===== src/rtl/fetch_unit_pkg.sv =====
// fetch_unit_pkg: shared pipeline definitions for the fetch stage and its
// neighbours (hazard unit reuses the branch-select encodings).
//   - BS_* : branch-select encodings {BS_one,BS_zero}
//   - fetch_state_e : fetch FSM states
//   - default parameter values for the fetch unit
package fetch_unit_pkg;

    localparam logic [1:0] BS_INC  = 2'b00;  // sequential, no redirect
    localparam logic [1:0] BS_COND = 2'b01;  // conditional on Z^PS, target BrA
    localparam logic [1:0] BS_JREG = 2'b10;  // register jump, target RAA
    localparam logic [1:0] BS_BR   = 2'b11;  // unconditional, target BrA

    localparam logic [31:0] NOP_WORD_DEF = 32'h0000_0000;
    localparam logic [31:0] RESET_PC_DEF = 32'h0000_0000;
    localparam int unsigned MAX_WAIT_DEF = 15;

    typedef enum logic [1:0] {
        S_RST   = 2'd0,
        S_FETCH = 2'd1,
        S_WAIT  = 2'd2,
        S_REDIR = 2'd3
    } fetch_state_e;

    // Sequential PC step; 32-bit wrap is intentional.
    function automatic logic [31:0] pc_inc(input logic [31:0] pc);
        return pc + 32'd1;
    endfunction

endpackage


===== src/rtl/fetch_unit_if.sv =====
// fetch_unit_if: instruction-memory req/ack bus.
//   addr  : fetch address (driven by fetch)
//   req   : fetch request (driven by fetch)
//   rdata : instruction word, meaningful only with ack (driven by memory)
//   ack   : accept/data-valid, ignored unless req is high (driven by memory)
interface fetch_unit_if;
    logic [31:0] addr;
    logic        req;
    logic [31:0] rdata;
    logic        ack;

    modport master (output addr, output req, input rdata, input ack);
    modport slave  (input addr, input req, output rdata, output ack);
endinterface


===== src/rtl/fetch_unit_branch_select.sv =====
// branch_select: combinational redirect decode and target mux from the
// execute-stage branch controls. Shared by fetch and the hazard unit.
//   i_bs     : {BS_one,BS_zero}
//   i_ps     : branch polarity (0 = branch on zero, 1 = branch on nonzero)
//   i_z      : zero flag
//   i_bra    : PC-relative target
//   i_raa    : register jump target
//   o_taken  : redirect this cycle
//   o_target : redirect target (meaningful only when o_taken)
module branch_select
    import fetch_unit_pkg::*;
(
    input  logic [1:0]  i_bs,
    input  logic        i_ps,
    input  logic        i_z,
    input  logic [31:0] i_bra,
    input  logic [31:0] i_raa,
    output logic        o_taken,
    output logic [31:0] o_target
);

    always_comb begin
        o_taken  = 1'b0;
        o_target = i_bra;
        case (i_bs)
            BS_INC:  o_taken = 1'b0;
            BS_COND: o_taken = i_z ^ i_ps;
            BS_JREG: begin
                o_taken  = 1'b1;
                o_target = i_raa;
            end
            default: o_taken = 1'b1;  // BS_BR
        endcase
    end

endmodule


===== src/rtl/fetch_unit.sv =====
// fetch_unit: instruction-fetch stage. Holds the PC, fetches over the
// req/ack instruction-memory bus, presents IR/PC_1 to decode and applies
// execute-stage redirects. All state updates on the falling clock edge.
//   i_clk, i_rst         : clock (negedge active), async active-high reset
//   i_bra, i_raa         : branch / register-jump targets from execute
//   i_bs_one, i_bs_zero  : branch select
//   i_ps, i_z            : branch polarity and zero flag
//   i_stall              : hazard hold for fetch and decode
//   im                   : instruction-memory bus (master side)
//   o_ir, o_pc_1         : fetched instruction and its address + 1
//   o_ir_valid           : IR holds a real instruction
//   o_br_taken           : redirect taken this cycle (flush)
//   o_im_timeout         : sticky memory-timeout error
module fetch_unit
    import fetch_unit_pkg::*;
#(
    parameter logic [31:0] RESET_PC = RESET_PC_DEF,
    parameter logic [31:0] NOP_WORD = NOP_WORD_DEF,
    parameter int unsigned MAX_WAIT = MAX_WAIT_DEF
) (
    input  logic              i_clk,
    input  logic              i_rst,
    input  logic [31:0]       i_bra,
    input  logic [31:0]       i_raa,
    input  logic              i_bs_one,
    input  logic              i_bs_zero,
    input  logic              i_ps,
    input  logic              i_z,
    input  logic              i_stall,
    fetch_unit_if.master      im,
    output logic [31:0]       o_ir,
    output logic [31:0]       o_pc_1,
    output logic              o_ir_valid,
    output logic              o_br_taken,
    output logic              o_im_timeout
);

    localparam int unsigned CW = (MAX_WAIT < 2) ? 1 : $clog2(MAX_WAIT + 1);
    localparam logic [CW-1:0] CNT_MAX = CW'(MAX_WAIT);

    fetch_state_e  r_state, w_state;
    logic [31:0]   r_pc, w_pc;
    logic [31:0]   r_ir, w_ir;
    logic [31:0]   r_pc_1, w_pc_1;
    logic          r_ir_valid, w_ir_valid;
    logic [CW-1:0] r_cnt, w_cnt;
    logic          r_timeout, w_timeout;

    logic          w_taken;
    logic [31:0]   w_target;
    logic          w_req;
    logic [CW-1:0] w_cnt_inc;

    branch_select u_bsel (
        .i_bs     ({i_bs_one, i_bs_zero}),
        .i_ps     (i_ps),
        .i_z      (i_z),
        .i_bra    (i_bra),
        .i_raa    (i_raa),
        .o_taken  (w_taken),
        .o_target (w_target)
    );

    // Request is a pure function of state so an async reset drops it
    // immediately; a stall withdraws (cancels) the request.
    assign w_req     = ((r_state == S_FETCH) || (r_state == S_WAIT)) && !i_stall;
    assign w_cnt_inc = (r_cnt == CNT_MAX) ? r_cnt : r_cnt + 1'b1;

    always_ff @(negedge i_clk or posedge i_rst) begin
        if (i_rst) begin
            r_state    <= S_RST;
            r_pc       <= RESET_PC;
            r_ir       <= NOP_WORD;
            r_pc_1     <= 32'h0;
            r_ir_valid <= 1'b0;
            r_cnt      <= '0;
            r_timeout  <= 1'b0;
        end else begin
            r_state    <= w_state;
            r_pc       <= w_pc;
            r_ir       <= w_ir;
            r_pc_1     <= w_pc_1;
            r_ir_valid <= w_ir_valid;
            r_cnt      <= w_cnt;
            r_timeout  <= w_timeout;
        end
    end

    // Priority: redirect > stall > accept/wait.
    always_comb begin
        w_state    = r_state;
        w_pc       = r_pc;
        w_ir       = r_ir;
        w_pc_1     = r_pc_1;
        w_ir_valid = r_ir_valid;
        w_cnt      = r_cnt;
        w_timeout  = r_timeout;

        if (w_taken) begin
            // Squash the delay-slot successor; any same-cycle ack is dropped.
            w_state    = S_REDIR;
            w_pc       = w_target;
            w_ir       = NOP_WORD;
            w_ir_valid = 1'b0;
            w_cnt      = '0;
        end else if (!i_stall) begin
            case (r_state)
                S_RST, S_REDIR: begin
                    w_state    = S_FETCH;
                    w_ir       = NOP_WORD;
                    w_ir_valid = 1'b0;
                end
                default: begin
                    if (im.ack) begin
                        w_state    = S_FETCH;
                        w_ir       = im.rdata;
                        w_pc       = pc_inc(r_pc);
                        w_pc_1     = pc_inc(r_pc);
                        w_ir_valid = 1'b1;
                        w_cnt      = '0;
                    end else begin
                        w_state    = S_WAIT;
                        w_ir       = NOP_WORD;
                        w_ir_valid = 1'b0;
                        w_cnt      = w_cnt_inc;
                        if (w_cnt_inc == CNT_MAX)
                            w_timeout = 1'b1;
                    end
                end
            endcase
        end
    end

    assign im.addr      = r_pc;
    assign im.req       = w_req;
    assign o_ir         = r_ir;
    assign o_pc_1       = r_pc_1;
    assign o_ir_valid   = r_ir_valid;
    assign o_br_taken   = w_taken;
    assign o_im_timeout = r_timeout;

endmodule


===== src/flat_wrapper.sv =====
// flat-port wrapper written by rule: the top's interface ports become plain ports
module fetch_unit_flat import fetch_unit_pkg::*;
#(
    parameter logic [31:0] RESET_PC = RESET_PC_DEF,
    parameter logic [31:0] NOP_WORD = NOP_WORD_DEF,
    parameter int unsigned MAX_WAIT = MAX_WAIT_DEF
)
  (i_clk, i_rst, i_bra, i_raa, i_bs_one, i_bs_zero, i_ps, i_z, i_stall, o_ir, o_pc_1, o_ir_valid, o_br_taken, o_im_timeout, im_addr, im_req, im_rdata, im_ack);
  fetch_unit_if im_i ();
  input  logic i_clk;
  input  logic i_rst;
  input  logic [31:0] i_bra;
  input  logic [31:0] i_raa;
  input  logic i_bs_one;
  input  logic i_bs_zero;
  input  logic i_ps;
  input  logic i_z;
  input  logic i_stall;
  output logic [31:0] o_ir;
  output logic [31:0] o_pc_1;
  output logic o_ir_valid;
  output logic o_br_taken;
  output logic o_im_timeout;
  output wire logic [$bits(im_i.addr)-1:0] im_addr;
  output wire logic [$bits(im_i.req)-1:0] im_req;
  input wire logic [$bits(im_i.rdata)-1:0] im_rdata;
  input wire logic [$bits(im_i.ack)-1:0] im_ack;
  assign im_addr = im_i.addr;
  assign im_req = im_i.req;
  assign im_i.rdata = im_rdata;
  assign im_i.ack = im_ack;
  fetch_unit #(.RESET_PC(RESET_PC), .NOP_WORD(NOP_WORD), .MAX_WAIT(MAX_WAIT)) u_core (.i_clk(i_clk), .i_rst(i_rst), .i_bra(i_bra), .i_raa(i_raa), .i_bs_one(i_bs_one), .i_bs_zero(i_bs_zero), .i_ps(i_ps), .i_z(i_z), .i_stall(i_stall), .im(im_i), .o_ir(o_ir), .o_pc_1(o_pc_1), .o_ir_valid(o_ir_valid), .o_br_taken(o_br_taken), .o_im_timeout(o_im_timeout));
endmodule

===== config.mk =====
export PLATFORM = sky130hd
export DESIGN_NAME = fetch_unit_flat
export DESIGN_NICKNAME = d
export VERILOG_FILES = /design/src/rtl/fetch_unit_pkg.sv /design/src/rtl/fetch_unit_if.sv /design/src/rtl/fetch_unit_branch_select.sv /design/src/rtl/fetch_unit.sv /design/src/flat_wrapper.sv
export SDC_FILE = /design/constraint.sdc
export NUM_CORES = 1
export LEC_CHECK = 0
export ABC_AREA = 1
export CORE_UTILIZATION = 45
export DETAILED_ROUTE_END_ITERATION = 10
export PLACE_DENSITY = 0.88
export SLEW_MARGIN = 20
export SYNTH_ARGS = -nofsm -noshare
export SYNTH_HDL_FRONTEND = slang
export SYNTH_HIERARCHICAL = 1
export SYNTH_SLANG_ARGS = --single-unit

===== constraint.sdc =====
create_clock -name i_clk -period 3.65 [get_ports i_clk]
set_input_delay 0.5475 -clock i_clk [delete_from_list [all_inputs] [get_ports i_clk]]
set_output_delay 0.5475 -clock i_clk [all_outputs]
set_load 0.02 [all_outputs]

==> impl_results.md <==
- Clock transition at the registers of the reported paths: 0.05 ns
- Worst max-slew margin expressed relative to the limit: 0.723
- Post-synthesis instance area: 0.00564 mm²
- Worst Path Arrival: ~3.1 ns
- Number of violations reported at the end of detailed-routing iteration 0: 520
- Vias in the first global route: approximately 5800
- Clk root buf: sky130_fd_sc_hd__clkbuf_16
- Max-cap check violation count: 0
- Instance count of the mapped netlist: 803
- Final hold viol count: 0
- Average footprint of a synthesized cell: 7.03 µm²
- Final number of setup-violating endpoints: 0
- Number of diodes: 0
- Transition time of the tightest slew-check pin: approximately 0.41 ns
- # nets final: ~1200
- End-of-flow core utilization: 0.702
- Sequential cell area fraction in the yosys report: 0.461
- Post-DP HPWL: about 13000 µm
- DRT Wirelength: about 17000 µm
- Net Count, Synth: about 910
- Endpoint type of the worst setup path: output port
- Starting density of the core: 0.466
- Final slew viol count: 0
- Number of top-level pins: between 200 and 250
- Die H: between 100 and 150 µm
- Startpoint Class: register
- Fraction of registers with async set or reset after synthesis: 1.00
- Area of all placed cells without fillers: 0.00851 mm²
- Global-route wire length before repair: between 20000 and 30000 µm
- Overall Global Routing Usage: 0.268
- Largest buffer count on any clock path: 2
- CTS tree: yes
- CP Max Fanout: 2
- Most frequent cells in the layout: 406 x sky130_fd_sc_hd__nand2_1, 104 x sky130_fd_sc_hd__dfrtn_1, 102 x sky130_fd_sc_hd__clkdlybuf4s50_1
- Num rows: 40
- WP data required: about 3.1 ns
- Vias per cell: 4.96
- Yosys top cell by area: sky130_fd_sc_hd__dfrtn_1
- Most used flip-flop cell after synthesis: sky130_fd_sc_hd__dfrtn_1
- Number of warnings reported in the yosys synthesis log: 6
- Synth-to-Final Area Change: 50.8%
- Worst hold path cell count: 2
- Synth Register Bits: approximately 100
- Cell area after placement: between 0.008 and 0.009 mm²
- Share of cells above drive strength 1: 0.106
- H-tree levels: 3
- Worst Setup Path Type: reg2out
- Largest voltage drop on the vdd net: 0.213 mV
- Final Skew: 0.00645 ns
- Average wire length per cell after detail routing: between 10 and 15 µm
- Later-pin clock latency in the skew report: ~0.35 ns
- Most area-consuming cells after synthesis: sky130_fd_sc_hd__dfrtn_1 46%, sky130_fd_sc_hd__nand2_1 27%, sky130_fd_sc_hd__nand3_1 9.1%, sky130_fd_sc_hd__inv_1 3.7%, sky130_fd_sc_hd__nor2_1 3.1%
- Core ar.: 0.0121 mm²
- Worst Hold Class: reg2reg
- Share of the synthesized area in the top cell type: 0.461
- Post-detailed-route DRC marker count: 0
- Remaining global-route overflow: 0
- X dimension of the die: roughly 110 µm
- Total power density per cell area: 409 mW/mm²
- Initial antenna violation count: 0
- EDFF count, synth: 0
- Total number of vias: 6044
- Total power after layout: between 3 and 4 mW
- Routed Antenna Nets: 0
- Maximum number of pins on one net before global-route repair: 73
- Most common cell after layout, fill and taps aside: sky130_fd_sc_hd__nand2_1
- Cell variety after synth: 34
- Leakage component of the power: 4.70 nW
- Die Area: 0.0130 mm²
- Number of CTS-inserted buffers: 9
- Final RePlAce weighted congestion: between 0.8 and 0.9
- Outcome: finished, final reports clean
- Sinks on the clock net: 104
- First-pass iteration count of the detailed router: 6
- Number of cells traversed by the worst register-to-register path: 8
- IO buf count: just over 200
## stage by stage
step           setup TNS (ns)  std cells  hold WS, ns  setup WS (ns)
2_1_floorplan               0        803        0.470        0.00393
3_3_place_gp           -27.83       1198        0.414         -0.330
3_5_place_dp           -29.84       1198        0.420         -0.395
4_1_cts                     0       1215        0.417         0.0121
5_1_grt               -0.0133       1218        0.433        -0.0133
6_report                    0       1218        0.417         0.0454
## routing by layer
metal | part of all wire | vias to the layer above | track usage
li1 | - | 2973 | -
met1 | 0.44 | 2755 | 0.338
met2 | 0.47 | 290 | 0.459
met3 | 0.076 | 26 | 0.0478
met4 | 0.014 | 0 | 0.0978
met5 | 0 | - | 0
## worst paths after layout
path	startpoint	end	slack [ns]
min	u_core/o_pc_1[6]	u_core/o_pc_1[6]	0.42
min reg2reg	u_core/o_pc_1[6]	u_core/o_pc_1[6]	0.42
min in group asynchronous	i_rst	u_core/im.addr[15]	2.38
max in group asynchronous	i_rst	u_core/o_ir[26]	0.93
max	u_core/r_state[0]	im_req	0.05
max reg2reg	u_core/im.addr[9]	u_core/o_pc_1[21]	1.77
## worst max-delay path, cell delays in order (launching register included)
cell and delay, ns:
sky130_fd_sc_hd__dfrtn_1 0.42, sky130_fd_sc_hd__inv_2 0.05, sky130_fd_sc_hd__nand2_2 0.06, sky130_fd_sc_hd__nand3_2 0.07, sky130_fd_sc_hd__inv_2 0.09, sky130_fd_sc_hd__buf_6 0.09
sky130_fd_sc_hd__buf_6 0.10
## final cells by class
class / instances / area [µm²]
clock buffers: 9 / 225
clock inverters: 7 / 103
fillers: 1021 / 3600
inverters: 62 / 250
multi-input cells: 608 / 2650
flip-flops and latches: 104 / 2600
well taps: 168 / 210
repair buffers: 260 / 2460
## where the power goes
part	internal [mW]	leakage [nW]	switching, mW
clock	0.608	0.157	0.442
sequential	1.32	1.35	0.0866
combinational	0.443	3.19	0.582
total	2.37	4.70	1.11
## synth_stat cells (all sizes together) (2+ instances only)
master and count:
dfrtn 104, o21ai 6, inv 61, ha 2
xor2 3, o21bai 8, nand3 104, buf 21
xnor2 4, nor2 51, nand2 421, a21oi 2
clkbuf 8
## registers in the layout, indices dropped and copies added (netlist names)
name	count
u_core/im.addr	32
u_core/o_ir	32
u_core/o_pc_1	32
u_core/r_cnt	4
u_core/r_state	2
u_core/o_im_timeout	1
u_core/o_ir_valid	1
## cells by family after synthesis
logic type	Yosys count	synth area share
buffers and inverters	91	0.0763
AND/OR/NAND/NOR	579	0.424
XOR/XNOR	7	0.0109
AO/OA/AOI/OAI	20	0.0231
flip-flops	104	0.461
adder cells (fa/ha/maj)	2	0.00443
## timing repair
| action | in CTS | in global routing |
|---|---|---|
| resized for setup | 102 | 13 |
| setup buffers | 1 | 2 |
| hold buffers | 0 | 0 |
| gates cloned | 0 | 1 |
| pin swaps | 1 | 2 |
| endpoints found under the setup margin | 110 | 21 |
(Power assumes the default switching activity.)
